File: config.mk
export PLATFORM = sky130hd
export DESIGN_NAME = sysid_regs_flat
export DESIGN_NICKNAME = d
export VERILOG_FILES = /design/src/rtl/sysid_pkg.sv /design/src/rtl/sysid_regs_if.sv /design/src/rtl/sysid_tick_gen.sv /design/src/rtl/sysid_regs.sv /design/src/flat_wrapper.sv
export SDC_FILE = /design/constraint.sdc
export NUM_CORES = 1
export LEC_CHECK = 0
export ABC_AREA = 1
export ABC_CLOCK_PERIOD_IN_PS = 2000
export CAP_MARGIN = 10
export CORE_ASPECT_RATIO = 0.8
export CORE_MARGIN = 5
export CORE_UTILIZATION = 60
export DETAILED_ROUTE_END_ITERATION = 8
export PLACE_DENSITY = 0.91
export SLEW_MARGIN = 5
export SYNTH_ARGS = -nofsm -noshare
export SYNTH_HDL_FRONTEND = slang
export SYNTH_SLANG_ARGS = --single-unit
export TNS_END_PERCENT = 50
File: constraint.sdc
create_clock -name clk -period 2 [get_ports clk]
set_input_delay 0.3 -clock clk [delete_from_list [all_inputs] [get_ports clk]]
set_output_delay 0.3 -clock clk [all_outputs]
set_load 0.03 [all_outputs]
File: src/rtl/sysid_pkg.sv
// sysid_pkg: shared constants for the system-ID register block.
//   - word offsets of every register in the map
//   - hardware revision reported in the capability word
//   - bit position of the clear command in the CTRL register
package sysid_pkg;

  localparam int OFF_ID             = 0;
  localparam int OFF_TIMESTAMP      = 1;
  localparam int OFF_CAPS           = 2;
  localparam int OFF_UPTIME_LO      = 3;
  localparam int OFF_UPTIME_HI_SNAP = 4;
  localparam int OFF_SECONDS        = 5;
  localparam int OFF_SCRATCH        = 6;
  localparam int OFF_CTRL           = 7;

  localparam logic [15:0] REVISION = 16'h0002;

  localparam int CTRL_CLR_BIT = 0;

  // Capability word: revision in the upper half, clock rate in MHz below.
  function automatic logic [31:0] caps_word(input int clk_hz);
    caps_word = {REVISION, 16'(clk_hz / 1_000_000)};
  endfunction

endpackage

File: src/rtl/sysid_regs_if.sv
// sysid_regs_if: Avalon-MM slave bus for the system-ID register block.
//   master modport: drives chipselect/address/read/write/writedata/byteenable,
//                   receives readdata/readdatavalid
//   slave modport : the reverse
interface sysid_regs_if #(
  parameter int ADDR_W = 3
);

  logic              chipselect;
  logic [ADDR_W-1:0] address;
  logic              read;
  logic              write;
  logic [31:0]       writedata;
  logic [3:0]        byteenable;
  logic [31:0]       readdata;
  logic              readdatavalid;

  modport master (
    output chipselect, address, read, write, writedata, byteenable,
    input  readdata, readdatavalid
  );

  modport slave (
    input  chipselect, address, read, write, writedata, byteenable,
    output readdata, readdatavalid
  );

endinterface

File: src/rtl/sysid_tick_gen.sv
// sysid_tick_gen: one-second prescaler.
//   clk     : system clock
//   reset_n : synchronous active-low reset
//   clr     : restart the prescaler from 0 on the next edge
//   tick    : high during the cycle the prescaler sits at CLK_HZ-1
module sysid_tick_gen #(
  parameter int CLK_HZ = 50_000_000
) (
  input  logic clk,
  input  logic reset_n,
  input  logic clr,
  output logic tick
);

  localparam int              PW = $clog2(CLK_HZ);
  localparam logic [PW-1:0]   TC = PW'(CLK_HZ - 1);

  logic [PW-1:0] presc_reg;

  assign tick = (presc_reg == TC);

  always_ff @(posedge clk) begin
    if (!reset_n) begin
      presc_reg <= '0;
    end else if (clr || tick) begin
      presc_reg <= '0;
    end else begin
      presc_reg <= presc_reg + 1'b1;
    end
  end

endmodule

File: src/rtl/sysid_regs.sv
// sysid_regs: multi-register system-ID slave with latency-1 reads.
//   clk     : system clock
//   reset_n : synchronous active-low reset
//   bus     : Avalon-MM slave (chipselect, address, read, write, writedata,
//             byteenable in; readdata, readdatavalid out)
// Holds ID, build timestamp, capabilities, a 64-bit uptime counter with an
// atomic high-half snapshot, a seconds counter and a byte-writable scratch.
module sysid_regs
  import sysid_pkg::*;
#(
  parameter logic [31:0] SYS_ID    = 32'h70AB_CDF0,
  parameter logic [31:0] TIMESTAMP = 32'h4F3B_2A04,
  parameter int          CLK_HZ    = 50_000_000,
  parameter int          ADDR_W    = 3
) (
  input  logic         clk,
  input  logic         reset_n,
  sysid_regs_if.slave  bus
);

  localparam logic [31:0] CAPS = caps_word(CLK_HZ);

  logic [63:0] uptime_reg;
  logic [31:0] snap_reg;
  logic [31:0] seconds_reg;
  logic [31:0] scratch_reg;
  logic [31:0] scratch_next;
  logic [31:0] readdata_reg;
  logic        readdatavalid_reg;
  logic [31:0] rdata_next;

  logic rd_en;
  logic wr_en;
  logic scratch_wr;
  logic clr;
  logic tick;

  assign rd_en      = bus.chipselect && bus.read;
  assign wr_en      = bus.chipselect && bus.write;
  assign scratch_wr = wr_en && (bus.address == ADDR_W'(OFF_SCRATCH));
  assign clr        = wr_en && (bus.address == ADDR_W'(OFF_CTRL))
                      && bus.writedata[CTRL_CLR_BIT];

  sysid_tick_gen #(
    .CLK_HZ (CLK_HZ)
  ) u_tick_gen (
    .clk     (clk),
    .reset_n (reset_n),
    .clr     (clr),
    .tick    (tick)
  );

  // Per-lane scratch merge: untouched lanes keep their old byte.
  for (genvar gi = 0; gi < 4; gi++) begin : g_lane
    assign scratch_next[gi*8 +: 8] = (scratch_wr && bus.byteenable[gi])
                                     ? bus.writedata[gi*8 +: 8]
                                     : scratch_reg[gi*8 +: 8];
  end

  // Read mux works on current register contents, so a read returns the
  // value from before this edge's updates. CTRL and unmapped offsets read 0.
  always_comb begin
    rdata_next = '0;
    if (bus.address == ADDR_W'(OFF_ID))                  rdata_next = SYS_ID;
    else if (bus.address == ADDR_W'(OFF_TIMESTAMP))      rdata_next = TIMESTAMP;
    else if (bus.address == ADDR_W'(OFF_CAPS))           rdata_next = CAPS;
    else if (bus.address == ADDR_W'(OFF_UPTIME_LO))      rdata_next = uptime_reg[31:0];
    else if (bus.address == ADDR_W'(OFF_UPTIME_HI_SNAP)) rdata_next = snap_reg;
    else if (bus.address == ADDR_W'(OFF_SECONDS))        rdata_next = seconds_reg;
    else if (bus.address == ADDR_W'(OFF_SCRATCH))        rdata_next = scratch_reg;
  end

  always_ff @(posedge clk) begin
    if (!reset_n) begin
      uptime_reg        <= '0;
      snap_reg          <= '0;
      seconds_reg       <= '0;
      scratch_reg       <= '0;
      readdata_reg      <= '0;
      readdatavalid_reg <= 1'b0;
    end else begin
      readdatavalid_reg <= rd_en;
      if (rd_en) begin
        readdata_reg <= rdata_next;
      end

      // Snapshot the high half of the same sample whose low half is returned.
      if (rd_en && (bus.address == ADDR_W'(OFF_UPTIME_LO))) begin
        snap_reg <= uptime_reg[63:32];
      end

      // Clear has priority over the free-running increment and the tick.
      if (clr) begin
        uptime_reg  <= '0;
        seconds_reg <= '0;
      end else begin
        uptime_reg <= uptime_reg + 64'd1;
        if (tick) begin
          seconds_reg <= seconds_reg + 32'd1;
        end
      end

      scratch_reg <= scratch_next;
    end
  end

  assign bus.readdata      = readdata_reg;
  assign bus.readdatavalid = readdatavalid_reg;

endmodule

File: src/flat_wrapper.sv
// flat-port wrapper written by rule: the top's interface ports become plain ports
module sysid_regs_flat import sysid_pkg::*;
#(
  parameter logic [31:0] SYS_ID    = 32'h70AB_CDF0,
  parameter logic [31:0] TIMESTAMP = 32'h4F3B_2A04,
  parameter int          CLK_HZ    = 50_000_000,
  parameter int          ADDR_W    = 3
)
  (clk, reset_n, bus_chipselect, bus_address, bus_read, bus_write, bus_writedata, bus_byteenable, bus_readdata, bus_readdatavalid);
  sysid_regs_if #(.ADDR_W(ADDR_W)) bus_i ();
  input  logic clk;
  input  logic reset_n;
  input wire logic [$bits(bus_i.chipselect)-1:0] bus_chipselect;
  input wire logic [$bits(bus_i.address)-1:0] bus_address;
  input wire logic [$bits(bus_i.read)-1:0] bus_read;
  input wire logic [$bits(bus_i.write)-1:0] bus_write;
  input wire logic [$bits(bus_i.writedata)-1:0] bus_writedata;
  input wire logic [$bits(bus_i.byteenable)-1:0] bus_byteenable;
  output wire logic [$bits(bus_i.readdata)-1:0] bus_readdata;
  output wire logic [$bits(bus_i.readdatavalid)-1:0] bus_readdatavalid;
  assign bus_i.chipselect = bus_chipselect;
  assign bus_i.address = bus_address;
  assign bus_i.read = bus_read;
  assign bus_i.write = bus_write;
  assign bus_i.writedata = bus_writedata;
  assign bus_i.byteenable = bus_byteenable;
  assign bus_readdata = bus_i.readdata;
  assign bus_readdatavalid = bus_i.readdatavalid;
  sysid_regs #(.SYS_ID(SYS_ID), .TIMESTAMP(TIMESTAMP), .CLK_HZ(CLK_HZ), .ADDR_W(ADDR_W)) u_core (.clk(clk), .reset_n(reset_n), .bus(bus_i));
endmodule
# After elaboration in Yosys (flattened, before gate mapping)
# Cells that the tools add are included.
classes:
  muxes: 7
  bitwise_logic: 1
  n_addsub: 3
  reduce_logical: 14
  n_eq_ne: 8
op_table:
  columns: ["cell", "n"]
  rows:
  - ["2-to-1 mux 32 bit", 7]
  - ["adder 64 x 1 -> 64 bit (second input constant)", 1]
  - ["adder 32 x 1 -> 32 bit (second input constant)", 1]
  - ["adder 26 x 1 -> 26 bit (second input constant)", 1]
  - ["== test 26 bit (second input constant)", 1]
  - ["== test 3 bit (second input constant)", 4]
  - ["logical AND 1 bit", 10]
  - ["== test 3 x 2 -> 1 bit (second input constant)", 2]
  - ["OR reduction 2 bit", 2]
  - ["== test 3 x 1 -> 1 bit (second input constant)", 1]
  - ["logical NOT 3 bit", 1]
  - ["logical OR 1 bit", 1]
  - ["inverter 1 bit", 1]
word_totals:
  out_inout_bits: 33
  register_bits: 219
  input_bits: 44
  word_cells: 43

# Logic depth before layout (Yosys ltp)
# Gate-level depths: netlist of run 1.
logic_depth:
  depth_word: 8
  ltp_mapped: 10

# Cells and area by module
# Synthesis of run 1 repeated with hierarchy kept, for this count alone.
unflattened:
  cells_unflattened: 1723
  hier_area_um2: 11138.2
modules_own_cells:
  columns: ["mod", "n_inst", "cells_each", "area_per_inst_um2"]
  rows:
  - ["sysid_regs", 1, 1501, 9735.6]
  - ["sysid_tick_gen", 1, 222, 1402.6]

# Least setup slack after synthesis of run 1
# Ideal clock, no wire load.
synth_path:
  path_kind: "register to register"
  startpoint: "register u_core.u_tick_gen.presc_reg[0]"
  endpoint: "register u_core.seconds_reg[26]"
  path_buffers: 1
  path_slack_ns: 0.416
  path_stages_with_launch: 10
  setup_time_ns: 0.119
  arrival_ns: 1.464
  cell_sequence: "dfxtp_1 -> ha_1 -> nand2_1 -> nor2_4 -> nand2_1 -> nor2_4 -> nand2_4 -> buf_6 -> nand2_1 -> a21oi_1"
synth_via:
  elab_chain_len: 1
synth_rtl:
  columns: ["element", "line_no", "rtl"]
  rows:
  - ["from (decl)", "sysid_tick_gen.sv:18", "logic [PW-1:0] presc_reg;"]
  - ["from (signal assigned)", "sysid_tick_gen.sv:28", "presc_reg <= presc_reg + 1'b1;"]
  - ["== test 26 bit", "sysid_tick_gen.sv:20", "assign tick = (presc_reg == TC);"]
  - ["to (signal assigned)", "sysid_regs.sv:99", "seconds_reg <= seconds_reg + 32'd1;"]
  - ["to (decl)", "sysid_regs.sv:25", "logic [31:0] seconds_reg;"]
# No other way between the ends.
# A chain may end at the register's enable or synchronous reset.

# Worst setup path after layout of run 1
layout_path:
  startpoint: "register u_core.readdata_reg[11] (netlist: u_core.bus.readdata[11])"
  endpoint: "output port bus_readdata[11]"
layout_rtl:
  columns: ["element", "line_no", "rtl"]
  rows:
  - ["from (decl)", "sysid_regs.sv:28", "logic [31:0] readdata_reg;"]
  - ["from (signal assigned)", "sysid_regs.sv:84", "readdata_reg <= rdata_next;"]
  - ["to (decl)", "flat_wrapper.sv:19", "output wire logic [$bits(bus_i.readdata)-1:0] bus_readdata;"]
# No word-level cell between the ends.

==> results of run 1 <==
[cell families after synthesis]
group | count (synthesis) | share of synthesized area [%]
and+or+nand+nor | 1051 | 38.8
AOI/OAI and AO/OA | 307 | 13.5
DFF | 219 | 37.8
xor gates and xnor gates | 28 | 2.12
buffers and inverters | 194 | 7.40
adders and majority gates | 3 | 0.324
[cell usage in the layout (no fill, tap or decap), drive strengths merged, types with 2 or more instances in the layout]
cell	n
clkdlybuf4s50	75
xor2	22
inv	139
nor2	309
o21a	4
clkbuf	29
nand3b	8
xnor2	6
bufinv	4
clkinvlp	2
nor3b	2
buf	52
o21ai	126
dfxtp	219
nor3	17
nand4	34
a41oi	2
clkinv	11
ha	3
nand3	101
o22ai	8
a21oi	166
nand2	563
or2	6
and2	10
[power by group]
group / internal, mW / total [mW] / switching, mW
Sequential: 4.42 / 4.48 / 0.0532
Combinational: 0.267 / 0.639 / 0.372
Clock: 2.74 / 4.69 / 1.94
Total: 7.43 / 9.80 / 2.37
[Yosys cell counts (3+ instances only)]
cell	instances	area (µm²)
sky130_fd_sc_hd__nor3_2	5	50.1
sky130_fd_sc_hd__inv_2	7	26.3
sky130_fd_sc_hd__xnor2_1	6	52.6
sky130_fd_sc_hd__inv_1	127	477
sky130_fd_sc_hd__o21ai_0	116	581
sky130_fd_sc_hd__clkbuf_1	14	52.6
sky130_fd_sc_hd__nor2_4	13	146
sky130_fd_sc_hd__o21ai_1	10	50.1
sky130_fd_sc_hd__xor2_1	22	193
sky130_fd_sc_hd__buf_6	10	113
sky130_fd_sc_hd__or2_2	3	18.8
sky130_fd_sc_hd__nor2_2	10	62.6
sky130_fd_sc_hd__and2_1	10	62.6
sky130_fd_sc_hd__nand2_1	552	2070
sky130_fd_sc_hd__o22ai_1	8	50.1
sky130_fd_sc_hd__nand2_2	10	62.6
sky130_fd_sc_hd__buf_2	23	115
sky130_fd_sc_hd__clkinv_1	3	11.3
sky130_fd_sc_hd__clkinv_2	4	20.0
sky130_fd_sc_hd__a21oi_1	166	831
sky130_fd_sc_hd__nor3_1	10	50.1
sky130_fd_sc_hd__nand3b_1	8	60.1
sky130_fd_sc_hd__nor2_1	285	1070
sky130_fd_sc_hd__nand3_1	99	495
sky130_fd_sc_hd__dfxtp_1	219	4380
sky130_fd_sc_hd__or2_0	3	18.8
sky130_fd_sc_hd__buf_4	4	30.0
sky130_fd_sc_hd__nand4_1	34	213
sky130_fd_sc_hd__ha_1	3	37.5
sky130_fd_sc_hd__o21a_1	4	30.0
[worst reg2reg max path, cell delays in order (launching register included)]
cell,delay (ps)
sky130_fd_sc_hd__dfxtp_1,430
sky130_fd_sc_hd__nand2_1,130
sky130_fd_sc_hd__nor2_1,300
sky130_fd_sc_hd__nand2_1,120
sky130_fd_sc_hd__nor2_1,240
sky130_fd_sc_hd__nand2_1,150
sky130_fd_sc_hd__inv_1,160
sky130_fd_sc_hd__nand3_1,120
sky130_fd_sc_hd__a21oi_1,160
[per-layer routing]
layer	track usage, %	part of all wire [%]	vias to the layer above
met1	51.1	43	5696
met2	50.9	41	778
met5	0	0	-
li1	-	-	6021
met3	7.50	12	84
met4	9.85	3.3	0
[worst max-delay path by stage]
stage / start / end / slack (ps) / depth (start not counted)
2_1_floorplan: u_core.u_tick_gen.presc_reg[0]$_SDFF_PP0_ / u_core.seconds_reg[26]$_SDFFE_PP0N_ / 420 / 9
3_3_place_gp: bus_address[0] / u_core.scratch_reg[4]$_SDFFE_PN0P_ / -80 / 8
3_5_place_dp: bus_address[1] / u_core.scratch_reg[5]$_SDFFE_PN0P_ / -150 / 7
4_1_cts: u_core.bus.readdata[11]$_SDFFE_PN0P_ / bus_readdata[11] / 40 / 1
5_1_grt: u_core.bus.readdata[11]$_SDFFE_PN0P_ / bus_readdata[11] / 10 / 1
6_report: u_core.bus.readdata[11]$_SDFFE_PN0P_ / bus_readdata[11] / 30 / 1
[repair_timing]
action / in CTS / in global routing
hold buffers: 0 / 0
resized for setup: 0 / 1
setup endpoints to repair: 0 / 1
[layout make-up]
class / instances / area, µm²
Inverter: 143 / 547
Fill cell: 1600 / 5290
Tap cell: 258 / 323
Clock inverter: 13 / 193
Clock buffer: 29 / 618
Multi-Input combinational cell: 1389 / 6350
Timing Repair Buffer: 127 / 1280
Sequential cell: 219 / 4380
==> impl.org, run 1 <==
** Floorplan
- In this run the vertical extent of the chip is around 130 µm.
- The die is 165 µm wide.
- Placeable core area :: about 19000 µm²
- The floorplan has 45 rows.
- Starting density of the core :: 61.0%
- slightly below 80 I/O pins were placed.
- The die covers 22200 µm².

** Critical path
- The worst setup path is captured at an output port.
- For this run, the slowest stage of the critical path takes slightly above 700 ps.
- Along the worst path, the maximum fanout reaches 2.
- The endpoint identified for the worst register-to-register timing path is u_core.uptime_reg[58]$_SDFF_PP0_.
- Counting both buffers and inverters, the worst setup path holds a total of 1.
- In this run the register-to-register setup slack is 110 ps.
- The worst register-to-register path has a depth of 8.
- Slowest library cell on the worst path :: sky130_fd_sc_hd__clkdlybuf4s50_1
- In this run the critical register-to-register path is launched from u_core.uptime_reg[21]$_SDFF_PP0_.
- Worst Setup Path Type :: reg2out
- Worst EP arrival :: 1670 ps
- Traced cell by cell, the critical path runs through clkdlybuf4s50_1.
- Data on the critical path is required at its endpoint by ~1700 ps.
- STA classifies the critical path startpoint as a flop.
- Grouping stages by cell kind, the critical path spends the most delay in buffers and inverters.

** Timing
- The tightest hold path in the finished design has a slack of between 200 and 250 ps.
- Endpoints failing hold :: 0
- Final setup viols :: 0
- Timing would allow up to 507 MHz.
- Setup repair after global routing left no endpoint under its margin.
- Least-Margin Pin Slew :: 671 ps
- After routing, the total negative slack on setup checks comes to 0 ps.
- Max-slew headroom at the worst pin :: a little under three fifths
- Final slew viol count :: 0
- The clock period could shrink to about 2000 ps.
- Setup Skew :: between 20 and 25 ps
- Setup slack on the critical path of the routed design comes to between 20 and 30 ps.
- Dividing the final minimum period by the clock period gives 98.6%.

** Route
- Across all layers, the routed design uses between 10000 and 15000 vias.
- Number of design-rule violations left by the first detailed-router iteration :: between 1500 and 2000
- Post-route DRC :: 0
- Summed over all layers, the routed wires come to about 39000 µm.
- The detail route stage leaves a number of antenna-violating nets equal to 0.
- In the final routed layout, each cell accounts on average for 18.0 µm.
- In the routed layout, each cell is associated on average with a via count of 5.78.
- TritonRoute pass-1 iters :: 6

** Global route
- The via count of the first global-routing pass came to around 11000.
- The first global-routing pass estimated approximately 61000 µm of wire.
- The number of antenna violations at the first check in global routing came to 0.
- After global routing the overflow that remains totals 0.
- Total global-route track usage :: about a third
- Pin count of the biggest net entering global routing :: 80

** CTS
- Post-CTS timing repair inserted 0 buffers for setup.
- Clock latency on the worst-skew pair, taken at its later pin, is ~540 ps.
- Buffers from clock root to sink, at most :: 3
- Counting the buffers created by CTS gives 23.
- # H-tree levels :: 1
- CTS tree :: yes
- After clock tree synthesis, the clock-pin slew on the worst setup and hold paths is approximately 70 ps.
- The tree is rooted in a sky130_fd_sc_hd__clkbuf_16.
- Clock sink count :: 219

** Yosys
- Count of flip-flops with a built-in enable after synthesis :: 0
- Summing every instance area after synthesis gives roughly 12000 µm².
- Netlist cell types :: 40
- The share of the Yosys chip area taken by registers is approximately 38%.
- Number of instances in the synthesized netlist :: approximately 1800
- The Yosys step of the flow raised 0 warnings.
- Mean instance size in the synthesized netlist :: between 6 and 7 µm²
- Leading register cell type out of synthesis :: sky130_fd_sc_hd__dfxtp_1
- Of all flip-flops after synthesis, the portion carrying an async set or reset was 0%.
- Syn Nets :: about 1800
- Synthesis inferred ~220 register bits.

** Run
- Max-cap violations in this run came to 0.

** Cells and area
- Largest register FFs :: 64
- Nets :: between 1500 and 2000
- With fillers left out, the area of the finished cells amounts to around 14000 µm².
- Excluding fillers, the count of instances in the completed layout stands at 2178.
- Synth-to-Final Area Change :: 18.2%
- The repair_antennas step left the layout with diodes totalling 0.
- Util after Layout :: 72.1%
- In the final layout, the share of cells above drive strength 1 is under 10%.

** Worst hold path
- Worst Hold End :: u_core.bus.readdatavalid$_SDFF_PN0_
- Tightest Hold Check Type :: in2reg
- The worst hold path begins at reset_n.
- Counting instances, the worst hold path has a depth of 4.

** Outcome
- Status :: finished, final reports clean

** Power and ir drop
- The completed layout was analyzed and its total power is just under 10 mW.
- IR drop worst, VDD :: 0.000551 V
- Leakage dissipation :: ~4.7 nW
- For this design the ratio of total power to cell area is just over 700 nW/µm².

** Place
- Once detailed placement completed, the half-perimeter wirelength came to roughly 30000 µm.
- Cell total after placement :: ~2100
- Cell area reported after detailed placement :: 12900 µm²
- Routability-driven placement finished with a final weighted congestion of about 0.99.
- Timing analysis after detailed placement gives a worst setup slack of -150 ps.
- Number of buffer cells added on primary ports :: 76
Note: power is estimated with default switching activity, not from simulation.
==> inputs of run 2 (changes only) <==
==> constraint.sdc (replaced) <==
create_clock -name clk -period 2 [get_ports clk]
set_input_delay 0.4 -clock clk [delete_from_list [all_inputs] [get_ports clk]]
set_output_delay 0.4 -clock clk [all_outputs]
set_load 0.03 [all_outputs]
==> run 2 against run 1 <==
- die area unchanged
- fmax down 0.11%
- sequential power barely moved
- global-route usage decreased by 0.55 points
- wire length shrank 1.5%
- clock-buffer cell count did not move
- critical path type unchanged
- critical endpoint is now bus_readdata[31]
- largest cell class unchanged
==> impl.org, run 2 (same netlist as run 1, synthesis figures left out) <==
** Outcome
- Status :: finished, final reports clean

** CTS
- TritonCTS built the clock tree.
- The largest buffer count on any clock path came to 3 (unchanged).
- The clock transition time at the flip-flop clock pins of the worst setup and hold paths is 60 ps (about the same).
- The clock network latency to the later pin of the worst-skew pair was 530 ps (about the same).
- The number of sinks on the clock net is 219 (unchanged).
- # H-tree levels :: 1 (unchanged)
- The number of clock buffers inserted by TritonCTS came to 24 (+4.3%).
- The tree is rooted in a sky130_fd_sc_hd__clkbuf_16.

** Critical path
- Required @ worst endpoint :: 1600 ps (-100 ps)
- For this design, the slowest cell found on the critical path is sky130_fd_sc_hd__clkdlybuf4s50_1.
- The critical path is of the reg2out type.
- Top delay family on crit path :: buffers and inverters
- Maximum fanout count along the critical path :: 2 (unchanged)
- Worst path cell trace :: clkdlybuf4s50_1
- Combined buffer and inverter count along the critical path :: 1 (unchanged)
- Endpoint kind of the worst setup timing path :: output port
- The signal arrival time at the worst endpoint came to 1580 ps (-90 ps).
- The delay of the slowest cell on the worst path was 690 ps (-20 ps).
- Crit start category :: flop

** Place
- Number of buffer cells added on primary ports :: 76 (unchanged)
- The post-placement setup slack came to -237 ps (-87.3 ps).
- Cell area reported after detailed placement :: 12900 µm² (+0.21%)
- Gp weighted congestion :: 1.02 (+2.7%)
- The cell count after placement was 2143 (+0.33%).
- Post-DP HPWL :: 29300 µm (-3.7%)

** Global route
- The overall track demand over capacity in global routing came to 34.1% (-0.55 points).
- In this run the most used layer during global routing was met2.
- The fraction of met2 tracks used by global routing was 50.6% (-0.23 points).
- The met3 usage is 8.88% (+1.4 points).
- The wire length of the first global-routing pass was 60500 µm (-0.73%).
- Initial antenna violation count :: 0 (unchanged)
- Met1 demand-to-capacity share in global routing :: 48.6% (-2.5 points)
- Vias in the first global route :: 11400 (+0.97%)
- The largest net degree at the start of global routing was 48 (-40%).
- Gr ovfl total :: 0 (unchanged)

** Floorplan
- The floorplan die area came to 22200 µm² (unchanged).
- The die extent in x is 165 µm (unchanged).
- The effective utilization at floorplan is 61.0% (unchanged).
- The top-level port count is 77 (unchanged).
- Chip height :: 134 µm (unchanged)
- The floorplan row count is 45 (unchanged).
- Placeable core area :: 19000 µm² (unchanged)

** Power and ir drop
- The leakage power was 4.98 nW (+6.3%).
- The post-layout total power is 9.81 mW (about the same).
- The peak supply drop is 0.000624 V (+13%).
- Power per cell area :: 713 nW/µm² (-0.50%)

** Timing
- The number of slew-limit violations in the final report was 0 (unchanged).
- The clock period minus final worst setup slack came to 1980 ps (+2.15 ps).
- Final setup viols :: 0 (unchanged)
- Smallest setup slack after layout :: 24.9 ps (-2.15 ps)
- The total negative slack came to 0 ps (unchanged).
- The headroom to the max-slew limit was 72.3% (+17 points).
- Least-Margin Pin Slew :: 416 ps (-255 ps)
- The maximum frequency from static timing analysis was 506 MHz (-0.11%).
- Setup repair after global routing missed its margin :: no
- Period utilization :: 98.8% (+0.11 points)
- Endpoints failing hold :: 0 (unchanged)
- Setup Skew :: 22.7 ps (+0.557 ps)
- Hold Worst Slack :: 418 ps (+171 ps)

** Route
- Vias per cell :: 5.84 (+1.1%)
- Detailed-route via count :: 12800 (+1.4%)
- TritonRoute pass-1 iters :: 5 (-1)
- The first-iteration detailed-routing DRC count came to 1733 (+11%).
- Average detailed-routed wire length per instance :: 17.7 µm (-1.8%)
- Final routed wirelength across all metal layers :: 38700 µm (-1.5%)
- Post-route DRC :: 0 (unchanged)
- Final antenna-violating net count :: 0 (unchanged)

** Worst hold path
- The path class of the tightest hold or removal check is in2reg.

** Cells and area
- Area of the multi-input gates :: 6340 µm² (about the same)
- Proportion of layout cells with a drive suffix above 1 :: 8.35% (+0.54 points)
- Post-route design area :: 13800 µm² (+0.54%)
- The number of flip-flops under the largest register name is 64 (unchanged).
- The post-layout utilization of the core was 72.5% (+0.39 points).
- In the layout the commonest cells are sky130_fd_sc_hd__nand2_1, sky130_fd_sc_hd__nor2_1, sky130_fd_sc_hd__dfxtp_1, sky130_fd_sc_hd__a21oi_1, sky130_fd_sc_hd__inv_1.
- The area of all sequential standard cells was 4380 µm² (unchanged).
- Most common library cell in the layout ignoring fill and taps :: sky130_fd_sc_hd__nand2_1
- Relative to the synthesized area, the layout overhead comes to 18.8%.
- The post-layout net count is 1958 (+0.41%).
- The number of fill cells is 1511 (-5.6%).
- Count of inserted antenna diode cells :: 0 (unchanged)
- The final cell count without fillers came to 2186 (+0.37%).

** Run
- Max-cap viol count :: 0 (unchanged)
[run 2: cell count changes in the layout (fill, tap and decap cells not counted), sizes merged]
cell | previous run | this run
buf | 52 | 59
dlygate4sd2 | 0 | 6
inv | 139 | 136
clkinvlp | 2 | 3
bufinv | 4 | 3
clkdlybuf4s50 | 75 | 55
clkinv | 11 | 15
dlymetal6s2s | 0 | 14
[run 2: layer usage]
| layer | wire length (µm) | part of all wire, % | vias to the layer above |
|---|---|---|---|
| met4 | 1510 | 3.9 | 0 |
| met2 | 16100 | 42 | 846 |
| met1 | 15700 | 41 | 5767 |
| met5 | 0 | 0 | - |
| li1 | - | - | 6027 |
| met3 | 5350 | 14 | 121 |
[run 2: worst paths after layout]
kind | end | cells after the start | startpoint | slack, ps
max reg2reg | u_core.uptime_reg[22]$_SDFF_PP0_ | 8 | u_core.uptime_reg[0]$_SDFF_PP0_ | 50
max | bus_readdata[31] | 1 | u_core.bus.readdata[31]$_SDFFE_PN0P_ | 20
min reg2reg | u_core.bus.readdata[27]$_SDFFE_PN0P_ | 2 | u_core.bus.readdata[27]$_SDFFE_PN0P_ | 470
min | u_core.scratch_reg[26]$_SDFFE_PN0P_ | 4 | reset_n | 420
[run 2: layout make-up]
cell class | count | area share [%]
clock buffer | 29 | 4.79
clock inverter | 14 | 1.27
inverter | 143 | 3.97
multi-input combinational | 1389 | 46.1
sequential | 219 | 31.9
tap | 258 | 2.35
timing repair buffer | 134 | 9.67
[run 2: repair_timing]
item | in CTS | in global routing
cloned | 0 | 0
resized for setup | 6 | 14
hold buffers | 0 | 0
setup buffers | 0 | 0
endpoints found under the setup margin | 6 | 14
[run 2: power by group]
part           internal, mW  switching [mW]
combinational         0.263           0.379
sequential             4.42          0.0516
clock                  2.75            1.94
